==> config.mk <==
export PLATFORM = sky130hd
export DESIGN_NAME = occupancy_detector
export DESIGN_NICKNAME = d
export VERILOG_FILES = /design/src/rtl/occupancy_detector.sv
export SDC_FILE = /design/constraint.sdc
export NUM_CORES = 1
export LEC_CHECK = 0
export BUFFER_PORTS_ARGS = -buffer_cell sky130_fd_sc_hd__buf_4
export CAP_MARGIN = 20
export CORE_ASPECT_RATIO = 0.7
export CORE_UTILIZATION = 47
export CTS_CLUSTER_DIAMETER = 30
export CTS_CLUSTER_SIZE = 10
export DETAILED_ROUTE_END_ITERATION = 6
export PLACE_DENSITY = 0.68
export SLEW_MARGIN = 30
export SYNTH_ARGS = -nofsm -noshare
export SYNTH_HDL_FRONTEND = slang
export SYNTH_SLANG_ARGS = --single-unit
==> constraint.sdc <==
create_clock -name clk -period 1.4 [get_ports clk]
set_input_delay 0.28 -clock clk [delete_from_list [all_inputs] [get_ports clk]]
set_output_delay 0.28 -clock clk [all_outputs]
set_load 0.005 [all_outputs]
==> src/rtl/occupancy_detector.sv <==
// occupancy_detector
//   Turns the asynchronous raw presence sensor into a registered room-occupied
//   level for the RGB status LED stage. The sensor is synchronised (2 FFs),
//   debounced, and occupancy is held for HOLD_CYCLES after the last detection.
//   One-cycle entry/exit pulses are produced for logging.
// Ports
//   clk            : system clock, rising edge
//   rst            : synchronous active-high reset
//   presenca_raw   : raw sensor (async), 1 = presence
//   forcar_livre   : 1 = force room free (maintenance override)
//   ocupado        : registered occupied level
//   presenca_db    : registered debounced sensor level
//   evento_entrada : one-cycle pulse on ocupado 0->1
//   evento_saida   : one-cycle pulse on ocupado 1->0
//   hold_restante  : remaining hold cycles while timing out, else 0
module occupancy_detector #(
  parameter int unsigned DEBOUNCE_CYCLES = 16,
  parameter int unsigned HOLD_CYCLES     = 1000,
  localparam int unsigned HOLD_W         = $clog2(HOLD_CYCLES + 1)
) (
  input  logic              clk,
  input  logic              rst,
  input  logic              presenca_raw,
  input  logic              forcar_livre,
  output logic              ocupado,
  output logic              presenca_db,
  output logic              evento_entrada,
  output logic              evento_saida,
  output logic [HOLD_W-1:0] hold_restante
);

  localparam int unsigned CNT_W = $clog2(DEBOUNCE_CYCLES + 1);
  localparam logic [CNT_W-1:0]  CNT_LAST  = CNT_W'(DEBOUNCE_CYCLES - 1);
  localparam logic [HOLD_W-1:0] HOLD_LOAD = HOLD_W'(HOLD_CYCLES - 1);

  typedef enum logic [1:0] {
    LIVRE        = 2'd0,
    OCUPADO      = 2'd1,
    TEMPORIZANDO = 2'd2
  } state_t;

  logic              sync1_q, sync2_q;
  logic [CNT_W-1:0]  db_cnt_q, db_cnt_d;
  logic              db_q, db_d;
  state_t            state_q, state_d;
  logic [HOLD_W-1:0] hold_q, hold_d;
  logic              ocupado_q, ocupado_d;
  logic              entrada_q, entrada_d;
  logic              saida_q, saida_d;

  // Debounce: any cycle where the synchronised input agrees with the current
  // debounced level restarts the count; the last differing cycle toggles.
  always_comb begin
    db_cnt_d = '0;
    db_d     = db_q;
    if (sync2_q != db_q) begin
      if (db_cnt_q == CNT_LAST) begin
        db_d = ~db_q;
      end else begin
        db_cnt_d = db_cnt_q + 1'b1;
      end
    end
  end

  // FSM next state plus registered outputs. Events are derived from the
  // state transition so they coincide with the ocupado edge.
  always_comb begin
    state_d = state_q;
    hold_d  = '0;
    if (forcar_livre) begin
      state_d = LIVRE;
    end else begin
      unique case (state_q)
        LIVRE: begin
          if (db_q) state_d = OCUPADO;
        end
        OCUPADO: begin
          if (!db_q) begin
            state_d = TEMPORIZANDO;
            hold_d  = HOLD_LOAD;
          end
        end
        TEMPORIZANDO: begin
          if (db_q) begin
            state_d = OCUPADO;
          end else if (hold_q == '0) begin
            state_d = LIVRE;
          end else begin
            hold_d = hold_q - 1'b1;
          end
        end
        default: state_d = LIVRE;
      endcase
    end
    ocupado_d = (state_d != LIVRE);
    entrada_d = (state_q == LIVRE) && (state_d == OCUPADO);
    saida_d   = (state_q != LIVRE) && (state_d == LIVRE);
  end

  always_ff @(posedge clk) begin
    if (rst) begin
      sync1_q   <= 1'b0;
      sync2_q   <= 1'b0;
      db_cnt_q  <= '0;
      db_q      <= 1'b0;
      state_q   <= LIVRE;
      hold_q    <= '0;
      ocupado_q <= 1'b0;
      entrada_q <= 1'b0;
      saida_q   <= 1'b0;
    end else begin
      sync1_q   <= presenca_raw;
      sync2_q   <= sync1_q;
      db_cnt_q  <= db_cnt_d;
      db_q      <= db_d;
      state_q   <= state_d;
      hold_q    <= hold_d;
      ocupado_q <= ocupado_d;
      entrada_q <= entrada_d;
      saida_q   <= saida_d;
    end
  end

  assign ocupado        = ocupado_q;
  assign presenca_db    = db_q;
  assign evento_entrada = entrada_q;
  assign evento_saida   = saida_q;
  assign hold_restante  = hold_q;

endmodule
==> metrics <==
CTS tree=yes; Tmin final=about 1500 ps; Yosys reg bits=23; # DRC=2; post-synthesis sequential area ratio=46.41%; Cells after Synth=~110; antenna violations before repair=0; layout net count=around 160; largest net degree at the start of global routing=13; Crit Path Max Fanout=5; Largest stage delay, worst path=~420 ps; Final WS setup=-72.04 ps; ANT cells=0; worst slew margin relative to its limit=78.17%; Final Hold Vio Count=0; Synth top area share=a little under half; Vias/cell=5.362; most common cell after layout, fill and taps aside=buf_4; CP required=1640 ps; total CTS buffers=3; clk_skew=between 15 and 20 ps; I/O pins=18; worst vdd ir=between 0.7 and 0.8 mV; period utilisation layout=105.1%; Critical-path top delay cell=dfxtp_4; I/O Buffers=17; HPWL Detailed=1669 microns; CTS clock-pin slew for the worst setup and hold paths=~140 ps; pre-CTS WS=-189.6 ps; die height=40.44 microns; syn nets=~120; LEAKAGE=0.7522 nW; Core Region=around 1900 sq um; wire per inst=16.44 microns; Max-cap violations=0; Setup CP Type=register to register; PwrDens=~600 nW/um^2; total grt overflow=0; CP delay by family, top=flip-flops; worst skew pair latency=between 300 and 400 ps; GPL Wtd Cong=between 0.7 and 0.8; wire length of the first global-routing pass=between 3000 and 4000 microns; clock buffer depth=2; Post-Route WL=between 2000 and 3000 microns; Overall Global Routing Usage=23.58%; worst hold margin=173.6 ps; R2R setup slack=-70 ps; # H-tree levels=1; worst-path cell chain=inv_6 > ha_4 > nor4b_4 > nand3_2 > buf_6 > o21ai_2; Reg-to-Reg End=hold_restante[6]; Synth cell types=26; Sink Count=23; Post-CTS Hold Buffers=0; Area growth, synth to finish=68.35%; placed cells=165; worst slew pin tran=~320 ps; FF-to-FF Start=state_q[0]; total power=around 0.001 W; RSZ-0062 raised after global routing=yes; die width=56.92 microns; Post-Synthesis Cell Area=between 900 and 1000 sq um; Min-Delay Path Class=input pin to register; commonest non-fill, non-tap cells in the layout=buf_4, dfxtp_1, nor2_1; Die ar.=between 2000 and 2500 sq um; DR pass1 iterations=6; Peak Freq=~680 MHz; remaining antenna violation count=0; status=finished with violations; Yosys top cell by area=dfxtp_1; Iter 0 DRT Violations=37; top cells by area, synth=dfxtp_1, ha_1, xnor2_1; Slew Limit Fails=0; Filler cells=84; Crit. End Element=register; Root Buffer=clkbuf_4; syn_area_per_cell=around 9.4 sq um; endpoints failing setup=16; Final Non-Filler Cells=174; CP bufs+invs=2; start point of the critical path=state_q[0]; crit path launch type=register; utilization after layout=87.03%; Via Count=approximately 930; WP depth=6; Worst Hold Path Cells=2; CP endpoint=hold_restante[6]; Starting Density=around half; Critical Path AT=about 1700 ps; share of post-route cells with drive strength above 1=64.47%; Synth warnings=0; row count=13; failing checks=DRC, setup timing; vias in the first global route=between 700 and 800; Worst Reg2Reg Path Length in Cells=6
-- registers in the layout, summed over array words and instances, names as in the netlist --
name,flops
evento_entrada,1
presenca_db,1
sync1_q,1
ocupado,1
evento_saida,1
db_cnt_q,5
hold_restante,10
state_q,2
sync2_q,1
-- where the power goes --
group          internal (W)  switching (W)
clock              0.000112       0.000205
sequential         0.000654     0.00000210
combinational     0.0000157      0.0000151
total              0.000781       0.000222
-- worst min-delay path by stage --
stage / start / endpoint / slack [ps]
after global routing: presenca_raw / sync1_q / 150
final: presenca_raw / sync1_q / 170
after floorplan: presenca_raw / sync1_q / 410
after CTS: presenca_raw / sync1_q / 170
after global placement: sync1_q / sync2_q / 420
after detailed placement: db_cnt_q[0] / db_cnt_q[0] / 440
-- cell type report --
cell class,count,area (sq um),share of cell area [%]
inverters,6,30.03,1.798
well taps,22,27.53,1.648
repair buffers,44,354.1,21.20
clock buffers,4,26.28,1.573
multi-input cells,75,755.7,45.24
flip-flops and latches,23,476.7,28.54
-- kinds of logic (layout without fill, tap and decap cells) --
family / Yosys count / after routing / synth area share, %
and+or+nand+nor: 39 / 39 / 21.82
muxes: 1 / 1 / 1.009
buffers and inverters: 7 / 54 / 2.648
adders and majority gates: 7 / 7 / 8.827
DFF: 23 / 23 / 46.41
AOI/OAI and AO/OA: 17 / 17 / 9.584
xor gates and xnor gates: 11 / 11 / 9.710
-- per-layer routing --
| layer | track usage, % | part of all wire [%] |
|---|---|---|
| met3 | 6.774 | 4.5 |
| met1 | 31.03 | 47 |
| met4 | 5.488 | 1.0 |
| met5 | 0 | 0 |
| met2 | 39.12 | 47 |
-- per-stage QoR --
step | TNS (ps) | instance area, sq um
finish | -577.0 | 1670
global route | -1207 | 1670
CTS | -89.56 | 1491
detailed placement | -1205 | 1325
global placement | -745.4 | 1325
floorplan | -75.54 | 1008
-- repair_timing --
| action | CTS | global route |
|---|---|---|
| pin swaps | 13 | 13 |
| endpoints found under the setup margin | 20 | 20 |
| gates resized for setup | 36 | 44 |
| setup buffers | 1 | 3 |
| gates cloned | 0 | 1 |
-- cell usage after synthesis --
cell	n
o31ai_2	1
nor2_1	16
a21oi_1	4
nor4_4	1
o21ai_0	11
nand2b_1	1
nand2_1	4
nor4b_1	1
nand3_1	4
and3_2	1
a22oi_1	1
nor2b_1	2
xnor2_1	7
ha_1	7
nor4_1	1
xor2_1	4
mux2i_1	1
clkbuf_1	1
nand3b_1	1
nor3_1	1
and4bb_2	1
nor3b_1	2
and3_1	2
or3_1	1
dfxtp_1	23
inv_1	6
No activity file was read; power rests on OpenSTA's default activity.
